`src/rtl/reset_pkg.sv`:
```
// ============================================================================
// Module : reset_pkg
// Brief  : Shared state encoding, default parameters and width helper for
//          the push-button reset conditioner.
// Rev    : 1.0 - initial release
// ============================================================================
`default_nettype none

package reset_pkg;

  typedef enum logic [1:0] {
    ASSERTED = 2'd0,
    HOLD     = 2'd1,
    RUN      = 2'd2
  } rst_state_t;

  localparam int unsigned c_DEF_SYNC_STAGES     = 2;
  localparam int unsigned c_DEF_DEBOUNCE_CYCLES = 100000;
  localparam int unsigned c_DEF_HOLD_CYCLES     = 16;
  localparam int unsigned c_DEF_CLK_DIV         = 2;

  // Bits needed to count 0..n-1, never less than one.
  function automatic int unsigned cnt_width(input int unsigned n);
    return (n < 2) ? 1 : $clog2(n);
  endfunction

endpackage : reset_pkg

`default_nettype wire

```
`src/rtl/sync_debounce.sv`:
```
// ============================================================================
// Module : sync_debounce
// Brief  : Synchronises the raw push-button and accepts a new level only
//          after it has persisted for DEBOUNCE_CYCLES consecutive cycles.
// Rev    : 1.0 - initial release
// ============================================================================
`default_nettype none

module sync_debounce
  import reset_pkg::*;
#(
  parameter int unsigned SYNC_STAGES     = c_DEF_SYNC_STAGES,
  parameter int unsigned DEBOUNCE_CYCLES = c_DEF_DEBOUNCE_CYCLES
) (
  input  logic clk,
  input  logic rst,
  input  logic btn_i,
  output logic btn_stable_o
);

  localparam int unsigned DEB_W = cnt_width(DEBOUNCE_CYCLES);
  localparam logic [DEB_W-1:0] c_DEB_LAST = DEB_W'(DEBOUNCE_CYCLES - 1);

  logic [SYNC_STAGES-1:0] sync_q, sync_d;
  logic [SYNC_STAGES:0]   w_shift;
  logic                   btn_sync;
  logic                   btn_stable_q, btn_stable_d;
  logic [DEB_W-1:0]       deb_cnt_q, deb_cnt_d;

  assign w_shift  = {sync_q, btn_i};
  assign btn_sync = sync_q[SYNC_STAGES-1];

  always_comb begin
    sync_d       = w_shift[SYNC_STAGES-1:0];
    btn_stable_d = btn_stable_q;
    deb_cnt_d    = '0;
    if (btn_sync != btn_stable_q) begin
      if (deb_cnt_q == c_DEB_LAST) begin
        btn_stable_d = btn_sync;
      end else begin
        deb_cnt_d = deb_cnt_q + 1'b1;
      end
    end
  end

  // A cleared chain reads as a held-down button, so reset looks like a press.
  always_ff @(posedge clk) begin
    if (rst) begin
      sync_q       <= '0;
      btn_stable_q <= 1'b0;
      deb_cnt_q    <= '0;
    end else begin
      sync_q       <= sync_d;
      btn_stable_q <= btn_stable_d;
      deb_cnt_q    <= deb_cnt_d;
    end
  end

  assign btn_stable_o = btn_stable_q;

endmodule : sync_debounce

`default_nettype wire

```
`src/rtl/reset_conditioner.sv`:
```
// ============================================================================
// Module : reset_conditioner
// Brief  : Turns a bouncy push-button into a registered SoC reset with a
//          post-release hold, plus a free-running clock-enable divider.
// Rev    : 1.0 - initial release
// ============================================================================
`default_nettype none

module reset_conditioner
  import reset_pkg::*;
#(
  parameter int unsigned SYNC_STAGES     = c_DEF_SYNC_STAGES,
  parameter int unsigned DEBOUNCE_CYCLES = c_DEF_DEBOUNCE_CYCLES,
  parameter int unsigned HOLD_CYCLES     = c_DEF_HOLD_CYCLES,
  parameter int unsigned CLK_DIV         = c_DEF_CLK_DIV
) (
  input  logic clk,
  input  logic rst,
  input  logic btn_n,
  output logic soc_rst_n,
  output logic clk_en,
  output logic running
);

  localparam int unsigned HOLD_W = cnt_width(HOLD_CYCLES);
  localparam int unsigned DIV_W  = cnt_width(CLK_DIV);
  localparam logic [HOLD_W-1:0] c_HOLD_LAST = HOLD_W'(HOLD_CYCLES - 1);
  localparam logic [DIV_W-1:0]  c_DIV_LAST  = DIV_W'(CLK_DIV - 1);

  logic              btn_stable;
  rst_state_t        state_q, state_d;
  logic [HOLD_W-1:0] hold_cnt_q, hold_cnt_d;
  logic [DIV_W-1:0]  div_cnt_q, div_cnt_d;
  logic              soc_rst_n_q, soc_rst_n_d;

  sync_debounce #(
    .SYNC_STAGES     (SYNC_STAGES),
    .DEBOUNCE_CYCLES (DEBOUNCE_CYCLES)
  ) u_deb (
    .clk          (clk),
    .rst          (rst),
    .btn_i        (btn_n),
    .btn_stable_o (btn_stable)
  );

  always_comb begin
    state_d    = state_q;
    hold_cnt_d = '0;
    unique case (state_q)
      ASSERTED: begin
        if (btn_stable) state_d = HOLD;
      end
      HOLD: begin
        // A renewed press wins over an expiring hold count.
        if (!btn_stable) begin
          state_d = ASSERTED;
        end else if (hold_cnt_q == c_HOLD_LAST) begin
          state_d = RUN;
        end else begin
          hold_cnt_d = hold_cnt_q + 1'b1;
        end
      end
      RUN: begin
        if (!btn_stable) state_d = ASSERTED;
      end
      default: state_d = ASSERTED;
    endcase
    soc_rst_n_d = (state_d == RUN);
    div_cnt_d   = (div_cnt_q == c_DIV_LAST) ? '0 : div_cnt_q + 1'b1;
  end

  always_ff @(posedge clk) begin
    if (rst) begin
      state_q     <= ASSERTED;
      hold_cnt_q  <= '0;
      div_cnt_q   <= '0;
      soc_rst_n_q <= 1'b0;
    end else begin
      state_q     <= state_d;
      hold_cnt_q  <= hold_cnt_d;
      div_cnt_q   <= div_cnt_d;
      soc_rst_n_q <= soc_rst_n_d;
    end
  end

  assign soc_rst_n = soc_rst_n_q;
  assign clk_en    = (div_cnt_q == c_DIV_LAST);
  assign running   = (state_q == RUN);

endmodule : reset_conditioner

`default_nettype wire

```
`config.mk`:
```
export PLATFORM = sky130hd
export DESIGN_NAME = reset_conditioner
export DESIGN_NICKNAME = d
export VERILOG_FILES = /design/src/rtl/reset_pkg.sv /design/src/rtl/sync_debounce.sv /design/src/rtl/reset_conditioner.sv
export SDC_FILE = /design/constraint.sdc
export NUM_CORES = 1
export LEC_CHECK = 0
export ABC_AREA = 1
export CAP_MARGIN = 40
export CORE_ASPECT_RATIO = 1.4
export CORE_MARGIN = 2
export CORE_UTILIZATION = 55
export CTS_CLUSTER_SIZE = 40
export DETAILED_ROUTE_END_ITERATION = 8
export GPL_TIMING_DRIVEN = 0
export HOLD_SLACK_MARGIN = 0.06
export PLACE_DENSITY = 0.85
export SLEW_MARGIN = 15
export SYNTH_ARGS = -nofsm -noshare
export SYNTH_HDL_FRONTEND = slang
export SYNTH_SLANG_ARGS = --single-unit
```
`constraint.sdc`:
```
create_clock -name clk -period 1.7 [get_ports clk]
set_input_delay 0.255 -clock clk [delete_from_list [all_inputs] [get_ports clk]]
set_output_delay 0.255 -clock clk [all_outputs]
set_load 0.005 [all_outputs]
```
# --- After elaboration in Yosys (flattened, before gate mapping) ---
# Index checks and enable logic that the tools add are counted.
totals:
  regBits: 28
  in_bits: 3
  output_inout_bits: 3
  word_cells: 29
classes:
  addsub: 3
  eq_ne: 6
  n_mux: 5
  n_bitwise: 3
  n_reduce_logical: 5
op_table:
  columns: ["operator", "n"]
  rows:
  - ["$add 17x1->17 const B", 1]
  - ["$eq 17x17->1 const B", 1]
  - ["$mux 2", 4]
  - ["$pmux 2 s3", 1]
  - ["$add 4x1->4 const B", 1]
  - ["$eq 2x2->1 const B", 2]
  - ["$eq 4x4->1 const B", 1]
  - ["$reduce_or 4->1", 1]
  - ["$not 1->1", 3]
  - ["$reduce_or 3->1", 1]
  - ["$eq 2x1->1 const B", 1]
  - ["$logic_not 2->1", 1]
  - ["$reduce_and 2->1", 1]
  - ["$reduce_or 2->1", 1]
  - ["$add 1x1->1 const B", 1]
  - ["$ne 1x1->1", 1]

# --- Depth between registers and ports, before layout ---
logic_depth:
  ltp_word: 5
  depth_mapped: 9
  depth_no_buf: 9

# --- Modules after synthesis ---
# A second synthesis with hierarchy kept.
unflattened:
  cells_unflattened: 179
  area_unflattened_um2: 1292.5
by_module_without_submodules:
  columns: ["module", "n_inst", "cells_each", "area_per_inst_um2", "seq_area_each_um2"]
  rows:
  - ["sync_debounce", 1, 144, 979.7, 400.4]
  - ["reset_conditioner", 1, 35, 312.8, 160.2]

# --- Worst setup path after synthesis ---
# No wires, ideal clock.
synth_path:
  path_kind: "register to register"
  startpoint: "register u_deb.deb_cnt_q[0]"
  endpoint: "register u_deb.deb_cnt_q[0]"
  setup_ns: 0.117
  arrival_ns: 1.226
  required_time_ns: 1.583
  slack_ns: 0.357
  stages_incl_launch_ff: 8
  n_path_buf: 1
  synth_period_minus_slack_ns: 1.343
  path_cell_list: "dfxtp_1 > ha_1 > nand2_2 > nor2_4 > nand3_2 > o21bai_4 > buf_6 > nor2_1"
synth_via:
  elab_chain_cells: 2
  elab_cells_between_ends: 3
  classes_between: "1 x add/sub; 1 x eq/ne; 1 x reduce/logical"
synth_rtl:
  columns: ["element", "line", "rtl"]
  rows:
  - ["start, declared", "sync_debounce.sv:28", "logic [DEB_W-1:0] deb_cnt_q, deb_cnt_d;"]
  - ["start signal, assigned", "sync_debounce.sv:55", "deb_cnt_q <= deb_cnt_d;"]
  - ["branches (longest 2 deep; another with $add 17x1->17)", null, null]
# Several ways; the timed one is not identified.
# A chain may end at the register's enable or synchronous reset.

# --- Final worst setup path ---
layout_path:
  startpoint: "register u_deb.deb_cnt_q[0]"
  endpoint: "register u_deb.deb_cnt_q[3]"
# Same word-level chain as after synthesis.

==> impl_metrics.yaml <==
clock_tree:
  cts_resized: 0
  insertion_delay_ns: 0.34
  htree_num_levels: 1
  cts_root_buffer: "clkbuf_4"
  cts_hold_buf: 0
  cts_buffers: 3
  clock_sinks: 28
  cts_setup_buffers: 0
  cts_buffer_depth: 2
  clk_pin_slew_ns: 0.14
  cts_tree: "done"
setup_path:
  crit_fanout: 10
  cp_slowest_cell: "dfxtp_1"
  worst-endpoint-required_ns: 1.95
  critical-path-top-delay-family: "flip-flops"
  r2r_end: "u_deb.deb_cnt_q[3]"
  r2r.worst_path.cells: 7
  crit_path_max_incr_delay_ns: 0.42
  r2r-start: "u_deb.deb_cnt_q[0]"
  path_buf_inv: 1
  crit_start: "u_deb.deb_cnt_q[0]"
  cp_cell_sequence: "ha_1 -> nand2_2 -> nor2_4 -> nand3_2 -> o21bai_4 -> buf_6 -> nor2_1"
  cp.arrival_ns: 1.82
  end_kind: "register"
  crit_type: "reg2reg"
  rrSetupSlack_ns: 0.12
  critPathLaunchType: "register"
drt:
  routed_wl_mm: 2.41
  viasPerCell: 5.17
  vias: 1116
  route.met2.wl_mm: 1.27
  highest_layer: "met4"
  drc: 0
  drtIter0Drc: 38
  routedLengthMet1_um: 979
  ant_nets: 0
  firstDrtPassIters: 4
  met3_length_um: 79
  wire_per_inst_um: 11.1
timing:
  finalCriticalPeriod_ns: 1.58
  post-route-period-util_pct: 92.8
  timing.slew.headroom_pct: 83.5
  finalSetupTns_ns: 0
  hold_violations: 0
  slew_viol_final: 0
  clock_skew_ns: 0.00559
  worst_pin_slew_ns: 0.247
  rsz0062_at_grt: "false"
  fmax_mhz: 634
  setup_viol_count_final: 0
die:
  die_area_mm2: 0.00278
  row_count: 20
  initial_utilization_pct: 59.2
  core_mm2: 0.00220
  die_w_um: 45.2
  die_y_um: 61.6
  pin_count: 6
finish:
  num_antenna_cells: 0
  post-route-util_pct: 63.9
  syn_to_final_growth_pct: 7.97
  instances_no_fill: 216
  nNetsFinal: 201
  design_area_mm2: 0.00141
  post_route_cells_drive_above_1_share_pct: 4.64
power_and_ir_drop:
  power.density_mw_per_mm2: 681
  p_int_mw: 0.756
  swShare_pct: 21.1
  p_leak_nw: 0.504
  power_frac_seq_pct: 69.2
  power_mw: 0.958
  peakVddDrop_mv: 0.583
  pwr-share-clk_pct: 28.5
  combPwrFrac_pct: 2.2
  p_sw_mw: 0.202
yosys:
  ys_seq_elements: 28
  syn-num-nets: 191
  synth.yosys.seq_area_share_pct: 43.0
  synth_cell_type_count: 18
  synth_warnings: 0
  syn-cell-area_mm2: 0.00130
  postSynthAreaPerCell_um2: 7.01
  synthCells: 186
global_route:
  grt_overflow_total: 0
  grt_pass1_vias: 1114
  grt_pass1_wl_mm: 4.35
  grt_max_degree: 15
  grt_usage_pct: 22.1
  antenna_found_initial: 0
job:
  max_cap_violations: 0
status:
  outcome: "finished, final reports clean"
hold_path:
  min_from: "u_deb.sync_q[0]"
  hold-path-cell-count: 2
  min_to: "u_deb.sync_q[1]"
  hold_class: "reg2reg"
place:
  io_buffers: 5
  dpl.cell_count: 213
  hpwl_mm: 1.86
  routabilityCongestion: 0.857
  placed_cell_area_mm2: 0.00138
## how the worst max path moves through the flow
stage,to,slack (ns),depth (start not counted)
after floorplan,u_deb.deb_cnt_q[0],0.36,7
after global placement,u_deb.deb_cnt_q[3],0.19,6
after detailed placement,u_deb.deb_cnt_q[6],0.14,6
after CTS,running,0.02,3
after global routing,u_deb.deb_cnt_q[3],0.002,7
final,u_deb.deb_cnt_q[3],0.12,7
## registers in the layout, indices dropped and copies added, names as in the netlist
signal and count:
hold_cnt_q 4, clk_en 1, soc_rst_n 1, u_deb.sync_q 2, u_deb.deb_cnt_q 17, state_q 2, u_deb.btn_stable_o 1
## tightest hold or removal path: cells and delay by family (launching register included)
| family | cells | cell delay, ns |
|---|---|---|
| AND/OR/NAND/NOR | 1 | 0.03 |
| flip-flops | 1 | 0.32 |
| buffers and inverters | 1 | 0.04 |
## cell families after synthesis
family                   synth area share, %
AND/OR/NAND/NOR                         34.3
flip-flops                              43.0
XOR/XNOR                                8.06
AO/OA/AOI/OAI                           4.70
adder cells (fa/ha/maj)                 1.92
buffers and inverters                   8.06
## placed cells by master, fill, tap and decap left out, types with 3 or more instances in the layout
master           instances
xnor2_1                  4
xor2_1                   8
nand2_1                 38
clkbuf_4                 3
nand3_1                 12
inv_1                   25
o21ai_0                  6
dfxtp_1                 27
clkdlybuf4s50_1          4
nor2_1                  53
## cells in the mapped netlist
master,n,area [um2]
o21ai_0,6,30.0
dfxtp_1,28,561
nand4_1,2,12.5
nor2_4,1,11.3
nand3_2,1,10.0
a21oi_1,1,5.00
nand2_1,38,143
nand3_1,12,60.1
xnor2_1,4,35.0
ha_1,2,25.0
nor2_1,53,199
o21bai_4,1,18.8
o21bai_1,1,7.51
nand2_2,1,6.26
inv_1,25,93.8
xor2_1,8,70.1
buf_6,1,11.3
nor3_1,1,5.00
## stage by stage
stage | hold WS (ns) | setup WS, ns
global placement | 0.395 | 0.192
detailed placement | 0.399 | 0.137
CTS | 0.419 | 0.0217
floorplan | 0.322 | 0.357
global route | 0.431 | 0.00222
finish | 0.415 | 0.122
## area by class of cell
| class | instances | area [um2] |
|---|---|---|
| buffer | 1 | 11.3 |
| timing repair buffer | 5 | 52.6 |
| clock buffer | 3 | 22.5 |
| multi-input combinational | 132 | 638 |
| sequential | 28 | 562 |
| tap | 22 | 27.5 |
| fill | 183 | 795 |
| inverter | 25 | 93.8 |
## power groups by stage
stage	clock [mW]	combinational, mW	sequential, mW
3_3_place_gp	0	0.0208	0.678
6_report	0.273	0.0214	0.663
5_1_grt	0.297	0.0241	0.664
3_5_place_dp	0	0.0215	0.678
2_1_floorplan	0	0.0100	0.678
4_1_cts	0.280	0.0216	0.664
## per-layer routing
metal / GRT usage (%) / up-vias
met1: 22.4 / 507
met5: 0 / -
met4: 16.0 / 0
met3: 5.87 / 7
met2: 38.2 / 20
li1: - / 582
Note: power is estimated with default switching activity, not from simulation.
